==> src/rtl/uart_cmd_pkg.sv <==
// Shared types and constants for the UART command assembler.
// Contents: FSM state enum, receiver bit period and the default inter-byte timeout.
// No ports (package).
package uart_cmd_pkg;

  typedef enum logic {
    IDLE    = 1'b0,
    COLLECT = 1'b1
  } state_e;

  // clk cycles per UART bit at the system clock / baud rate in use
  localparam int CLK_PER_BIT    = 5208;
  // roughly three 10-bit byte times
  localparam int TO_CYC_DEFAULT = 156250;

endpackage

==> src/rtl/uart_cmd_timer.sv <==
// Inter-byte timeout counter: counts enabled cycles, flags the terminal count.
// Ports: clk/rst_n; clr_i zeroes the count (priority over en_i); en_i increments;
//        expired_o is high while count == TO_CYC-1 (never when TO_CYC == 0).
module uart_cmd_timer #(
  parameter int TO_W   = 18,
  parameter int TO_CYC = 156250
) (
  input  logic clk,
  input  logic rst_n,
  input  logic clr_i,
  input  logic en_i,
  output logic expired_o
);

  logic [TO_W-1:0] cnt_q, cnt_d;

  always_comb begin
    cnt_d = cnt_q;
    if (clr_i) begin
      cnt_d = '0;
    end else if (en_i) begin
      cnt_d = cnt_q + 1'b1;
    end
  end

  always_ff @(posedge clk or negedge rst_n) begin
    if (!rst_n) begin
      cnt_q <= '0;
    end else begin
      cnt_q <= cnt_d;
    end
  end

  generate
    if (TO_CYC == 0) begin : g_disabled
      assign expired_o = 1'b0;
    end else begin : g_enabled
      localparam logic [TO_W-1:0] TERM = TO_W'(TO_CYC - 1);
      assign expired_o = (cnt_q == TERM);
    end
  endgenerate

endmodule

==> src/rtl/uart_cmd_assembler.sv <==
// Packs NUM_BYTES received UART bytes (first byte in the MSBs) into one command word.
// Ports: clk/rst_n; rx_rdy/rx_data/clr_rx_rdy receiver handshake; cmd/cmd_rdy/clr_cmd_rdy
//        command handoff; overrun (sticky, unconsumed command replaced); timeout (partial dropped).
module uart_cmd_assembler
  import uart_cmd_pkg::*;
#(
  parameter int NUM_BYTES = 2,
  parameter int TO_CYC    = TO_CYC_DEFAULT,
  parameter int TO_W      = 18
) (
  input  logic                   clk,
  input  logic                   rst_n,
  input  logic                   rx_rdy,
  input  logic [7:0]             rx_data,
  output logic                   clr_rx_rdy,
  output logic [8*NUM_BYTES-1:0] cmd,
  output logic                   cmd_rdy,
  input  logic                   clr_cmd_rdy,
  output logic                   overrun,
  output logic                   timeout
);

  localparam int SH_W = 8 * (NUM_BYTES - 1);
  localparam logic [2:0] LAST_CNT = 3'(NUM_BYTES - 1);

  state_e                 state_q, state_d;
  logic [2:0]             byte_cnt_q, byte_cnt_d;
  logic [SH_W-1:0]        shadow_q, shadow_d;
  logic [8*NUM_BYTES-1:0] cmd_q, cmd_d;
  logic                   cmd_rdy_q, cmd_rdy_d;
  logic                   clr_rx_q, clr_rx_d;
  logic                   overrun_q, overrun_d;
  logic                   timeout_q, timeout_d;

  logic cap;
  logic to_expired;
  logic to_fire;

  // rx_rdy is still high in the cycle our clear pulse is out; ignore it then.
  assign cap     = rx_rdy & ~clr_rx_q;
  assign to_fire = (state_q == COLLECT) && to_expired && !cap;

  uart_cmd_timer #(
    .TO_W   (TO_W),
    .TO_CYC (TO_CYC)
  ) u_timer (
    .clk       (clk),
    .rst_n     (rst_n),
    .clr_i     ((state_q == IDLE) || cap || to_fire),
    .en_i      (state_q == COLLECT),
    .expired_o (to_expired)
  );

  always_comb begin
    state_d    = state_q;
    byte_cnt_d = byte_cnt_q;
    shadow_d   = shadow_q;
    cmd_d      = cmd_q;
    cmd_rdy_d  = cmd_rdy_q;
    overrun_d  = overrun_q;
    clr_rx_d   = cap;
    timeout_d  = to_fire;

    if (clr_cmd_rdy) begin
      cmd_rdy_d = 1'b0;
      overrun_d = 1'b0;
    end

    if (cap) begin
      if (byte_cnt_q == LAST_CNT) begin
        // Completion: a set of cmd_rdy overrides a coincident acknowledge.
        cmd_d      = {shadow_q, rx_data};
        cmd_rdy_d  = 1'b1;
        if (cmd_rdy_q && !clr_cmd_rdy) begin
          overrun_d = 1'b1;
        end
        byte_cnt_d = '0;
        state_d    = IDLE;
      end else begin
        // Truncating cast keeps the newest SH_W bits of the shift.
        shadow_d   = SH_W'({shadow_q, rx_data});
        byte_cnt_d = byte_cnt_q + 3'd1;
        state_d    = COLLECT;
      end
    end else if (to_fire) begin
      state_d    = IDLE;
      byte_cnt_d = '0;
      shadow_d   = '0;
    end
  end

  always_ff @(posedge clk or negedge rst_n) begin
    if (!rst_n) begin
      state_q    <= IDLE;
      byte_cnt_q <= '0;
      shadow_q   <= '0;
      cmd_q      <= '0;
      cmd_rdy_q  <= 1'b0;
      clr_rx_q   <= 1'b0;
      overrun_q  <= 1'b0;
      timeout_q  <= 1'b0;
    end else begin
      state_q    <= state_d;
      byte_cnt_q <= byte_cnt_d;
      shadow_q   <= shadow_d;
      cmd_q      <= cmd_d;
      cmd_rdy_q  <= cmd_rdy_d;
      clr_rx_q   <= clr_rx_d;
      overrun_q  <= overrun_d;
      timeout_q  <= timeout_d;
    end
  end

  assign clr_rx_rdy = clr_rx_q;
  assign cmd        = cmd_q;
  assign cmd_rdy    = cmd_rdy_q;
  assign overrun    = overrun_q;
  assign timeout    = timeout_q;

endmodule
==> config.mk <==
export PLATFORM = sky130hd
export DESIGN_NAME = uart_cmd_assembler
export DESIGN_NICKNAME = d
export VERILOG_FILES = /design/src/rtl/uart_cmd_pkg.sv /design/src/rtl/uart_cmd_timer.sv /design/src/rtl/uart_cmd_assembler.sv
export SDC_FILE = /design/constraint.sdc
export NUM_CORES = 1
export LEC_CHECK = 0
export CORE_ASPECT_RATIO = 1.4
export CORE_MARGIN = 1.5
export CORE_UTILIZATION = 40
export DETAILED_ROUTE_END_ITERATION = 10
export PLACE_DENSITY_LB_ADDON = 0.2
export SYNTH_ARGS = -nofsm -noshare
export SYNTH_HDL_FRONTEND = slang
export SYNTH_HIERARCHICAL = 1
export SYNTH_SLANG_ARGS = --single-unit
==> constraint.sdc <==
create_clock -name clk -period 3 [get_ports clk]
set_input_delay 0.9 -clock clk [delete_from_list [all_inputs] [get_ports clk]]
set_output_delay 0.9 -clock clk [all_outputs]
set_load 0.005 [all_outputs]
== Word-level counts from Yosys, hierarchy flattened ==
Index checks and enable logic that the tools add are counted.

* Logic and storage cells: 46
* Register bits after elaboration: 50
* Output and inout bits: 20
* Bits in latches: 0
* Memories: 0
* Input port bits: 12
* RAM bits: 0
* Bits in read-only memories: 0

* Muxes and demuxes: 18
* Shift-type cells: 0
* Reduce and logical (&&, ||, !) cells: 11
* Divide/modulo/power cells: 0
* Equality and inequality tests: 3
* Bitwise logic cells: 3
* Multiply operators: 0
* $add $sub $neg: 2
* $lt $le $gt $ge: 0

{| class="wikitable"
|+ Operators with widths
! operator !! number
|-
| 2-to-1 mux 18 bit || 2
|-
| 2-to-1 mux 8 bit || 3
|-
| adder 18 x 1 -> 18 bit, second input constant || 1
|-
| == test 18 bit, second input constant || 1
|-
| 2-to-1 mux 1 bit || 10
|-
| 2-to-1 mux 3 bit || 3
|-
| AND reduction 2 bit || 2
|-
| nonzero test 2 bit || 2
|-
| adder 3 x 1 -> 3 bit, second input constant || 1
|-
| == test 3 x 1 -> 1 bit, second input constant || 1
|-
| logical AND 1 bit || 3
|-
| logical NOT 1 bit || 2
|-
| logical OR 1 bit || 2
|-
| != test 2 bit, second input constant || 1
|-
| inverter 1 bit || 2
|-
| AND 1 bit || 1
|}

== Depth between registers and ports, before layout ==
* Depth after elaboration: 6
* Gate-level depth with buffers: 13
* Depth with buffers taken out: 13

== Hierarchy ==
Netlist, hierarchy kept.

{| class="wikitable"
|+ Modules (own cells, without submodules)
! module !! times used !! sequential area each (µm²) !! area an instance (µm²) !! cells an instance
|-
| uart_cmd_assembler || 1 || 800.8 || 1295.0 || 84
|-
| uart_cmd_timer || 1 || 450.4 || 988.4 || 105
|}

== Worst setup path after synthesis ==
No wires, ideal clock.

* Path kind: reg-to-reg
* Start: register u_timer.cnt_q[2]
* End: register u_timer.cnt_q[17]
* Arrival: 2617 ps
* Path slack: 306 ps
* Buffers on the path: 1
* Setup time: 78 ps
* Data required time: 2922 ps
* Stages on the path, launching flop included: 12
* Period minus slack after synthesis: 2694 ps
* Path through: dfrtp_1 -> clkbuf_1 -> nor4_1 -> nand3_1 -> nor4_1 -> and2_1 -> nor2_1 -> nand2_1 -> o211ai_1 -> or4_4 -> or3_1 -> a21oi_1

* Longest elaborated chain between the ends: 5
* Elaborated cells on any way between the ends: 8
* Classes of those cells: add/sub: 1; eq/ne: 1; mux: 2; reduce/logical: 4

{| class="wikitable"
|+ Ends and longest elaborated chain
! what !! RTL line !! RTL
|-
| start, declared || uart_cmd_timer.sv:15 || <nowiki>logic [TO_W-1:0] cnt_q, cnt_d;</nowiki>
|-
| start signal, assigned || uart_cmd_timer.sv:30 || <nowiki>cnt_q <= cnt_d;</nowiki>
|-
| == test 18 bit (*) || uart_cmd_timer.sv:39 || <nowiki>assign expired_o = (cnt_q == TERM);</nowiki>
|-
| named net to_expired || uart_cmd_assembler.sv:36 || <nowiki>logic to_expired;</nowiki>
|-
| logical AND 1 bit (*) (2 in series) || uart_cmd_assembler.sv:41 || <nowiki>assign to_fire = (state_q == COLLECT) && to_expired && !cap;</nowiki>
|-
| logical OR 1 bit (*) || uart_cmd_assembler.sv:49 || <nowiki>.clr_i ((state_q == IDLE) || cap || to_fire),</nowiki>
|-
| 2-to-1 mux 18 bit / nonzero test 2 bit (equally long branches) || -- ||
|}

Mark *: on every way through the listed nets, which the timed path passes. The rest lies on a longest branch. The select of a mux whose other input is x is not followed.
A chain may end at the register's enable or synchronous reset.

== Worst setup path after layout ==
* Start: register u_timer.cnt_q[7]
* End: register u_timer.cnt_q[14]

Same word-level chain as after synthesis.

==> results by group <==
Final layout
  • Fraction of layout instances using a drive strength above 1: 21.1%
  • Multi-input gate area: 991 sq um
  • Post-Layout Cell Count: 305
  • Most frequent cells in the layout: dfrtp_1 (50), clkdlybuf4s50_1 (30), nor2_1 (15), buf_4 (13)
  • Area Overhead vs Synth: 26.1%
  • Register area: 0.00125 sq mm
  • Antenna diodes: 0
  • Net total in the final layout: 250
  • Filler instances: 484
  • Commonest non-fill, non-tap cell in the layout: dfrtp_1

Power
  • PwrDens: 637 mW/mm^2
  • IR drop worst, VDD: 211 uV
  • P_leak: 0.00125 uW

Critical path
  • Crit path launch: u_timer/cnt_q[7]
  • WS Path Type: reg -> reg
  • Slowest-stage cell, CP: dfrtp_1
  • Arrival time worst endpoint: 2970 ps
  • Worst-path maximum fanout: 7
  • Critical Path Start Type: flop
  • CP max stage delay: 430 ps
  • Required @ worst endpoint: 3210 ps
  • Worst reg2reg startpoint: u_timer/cnt_q[7]
  • CP Capture Type: flop
  • Worst path cell trace: nor4bb_1 > nand3_1 > nor4_1 > and2_1 > nor2_1 > nand2_1 > buf_4 > o21ai_0 > nor4_1 > buf_4 > a41oi_1 > o21ba_2

Timing
  • Worst slew pin tran: 551 ps
  • Setup TNS Final: 0 ps
  • Final Cycle Share: 92.0%
  • Final setup viols: 0
  • Clock Skew: 10.3 ps
  • Max_slew headroom: 63.3%
  • Final Hold Vio Count: 0
  • Fin crit period: 2760 ps
  • Fmax: 362 MHz
  • Final Max Tran Viols: 0
  • RSZ-0062 raised after global routing: no

Worst hold path
  • HP Start: shadow_q[1]
  • Min-Delay Path Class: reg -> reg

Run status
  • Status: complete, no violations

Place
  • Post-DP HPWL: 3340 um
  • Placed instance count: 297
  • Port buffer count: 31
  • Final GP Congestion: 0.799

Global route
  • Grt ovf: 0
  • Largest net degree at the start of global routing: 29
  • First-pass GRT wire length: 8070 um
  • Total Routing Usage GR: 16.9%
  • Vias in the first global route: 1738
  • Initial antenna violation count: 0

Logic synthesis
  • Syn Nets: 203
  • Cell Area, Synth: 0.00228 sq mm
  • Synth unique cells: 42
  • Top_reg_cell synth: dfrtp_1
  • Ys async rst share: 100%
  • Sequential element share of the synthesized area: 54.8%
  • Post-synth EDFFs: 0
  • Post-synthesis average cell area: 12.1 sq um
  • #FFs+latches synth: 50
  • Synth warn: 6
  • Syn Inst Count: 189

CTS
  • Clock tree sinks: 50
  • Gates resized, CTS repair: 0
  • Clock Latency Late Sink: 310 ps
  • CTS tree: done
  • Postcts setup bufs: 0
  • CTS Hold Buffers Added: 0
  • Num CTS Buffers: 5
  • Longest Clk Path Bufs: 2
  • Root Buffer: clkbuf_8
  • H-tree Lvls: 2
  • Worst-path clk slew: 90 ps

Floorplan
  • Die Wd: 66.9 um
  • Height of the die: 92.4 um
  • Initial Utilization: 41.3%
  • Die area: 0.00618 sq mm
  • IO Count: 32
  • Row cnt: 32
  • Core ar.: 0.00553 sq mm

Drt
  • DRT iter0 DRCs: 84
  • Vias per cell: 5.28
  • WL final: 4650 um
  • # DRC: 0
  • Routed len/inst: 15.3 um
  • Post-route ant nets: 0
  • DR vias: 1610
  • Drt pass-1 iters: 4

Job
  • MaxCap Viol Count: 0
-- registers in the layout, indices dropped and copies added, names as in the netlist --
signal,cells
shadow_q,8
state_q,1
timeout,1
byte_cnt_q,3
clr_rx_rdy,1
cmd,16
cmd_rdy,1
overrun,1
u_timer/cnt_q,18
-- synth_stat cells (4+ instances only) --
library cell	n	share of area, %
o21ai_0	7	1.5
nand2_1	10	1.6
a21oi_1	6	1.3
nor4_1	5	1.4
a22o_1	9	3.5
inv_1	4	0.66
xor2_1	7	2.7
mux2_2	8	3.9
clkbuf_1	4	0.66
nand4_1	5	1.4
mux2_4	8	5.3
or3_1	4	1.1
nand3_1	10	2.2
dfrtp_1	50	55
nor2_1	15	2.5
-- power by group --
group / switching [uW] / leakage (uW) / internal (uW)
Clock: 232 / 0.0000504 / 248
Sequential: 80.1 / 0.000655 / 800
Combinational: 154 / 0.000546 / 321
-- per-stage QoR --
step | worst slack, ps | utilization (%) | total power [uW] | hold slack [ps] | area [sq um]
floorplan | 306 | - | 1090 | 461 | 2280
global placement | 106 | 50.0 | 1370 | 479 | 2770
detailed placement | 84.0 | 50.0 | 1380 | 482 | 2770
CTS | 237 | 52.1 | 1860 | 508 | 2880
global route | 25.0 | 52.1 | 1950 | 519 | 2880
finish | 240 | 52.1 | 1830 | 499 | 2880
-- per-layer routing --
layer  vias to the layer above  GRT usage [%]  wire length (um)
li1                        782              -                 -
met1                       780           21.5              2060
met2                        38           28.3              2330
met3                        10           3.40               162
met4                         0           5.95               106
met5                         -              0                 0
-- logic make-up after synthesis --
family,after synthesis,share of synthesized area (%)
xor gates and xnor gates,10,3.84
and+or+nand+nor,68,17.9
buffers and inverters,9,1.81
muxes,19,10.5
adders and majority gates,2,1.10
DFF,50,54.8
AOI/OAI and AO/OA,31,10.0
-- path summary, 6_finish.rpt --
check | cells past startpoint | slack (ps) | end
min | 1 | 500 | shadow_q[1]
min reg2reg | 1 | 500 | shadow_q[1]
max | 12 | 240 | u_timer/cnt_q[14]
min in group asynchronous | 1 | 570 | shadow_q[6]
max in group asynchronous | 2 | 1890 | u_timer/cnt_q[17]
max reg2reg | 12 | 240 | u_timer/cnt_q[14]
-- critical path: cells and delay by family, from the launching register on --
family,cells,cell delay [ps]
AOI/OAI and AO/OA,3,450
and+or+nand+nor,7,1420
buffers and inverters,2,360
DFF,1,430
-- area by class of cell --
type,count,area share (%)
clock inverters,3,1.56
flip-flops and latches,50,43.5
inverters,4,0.522
repair buffers,45,14.7
multi-input cells,130,34.4
well taps,68,2.96
clock buffers,5,2.39
Power figures use the tool's default switching activity.
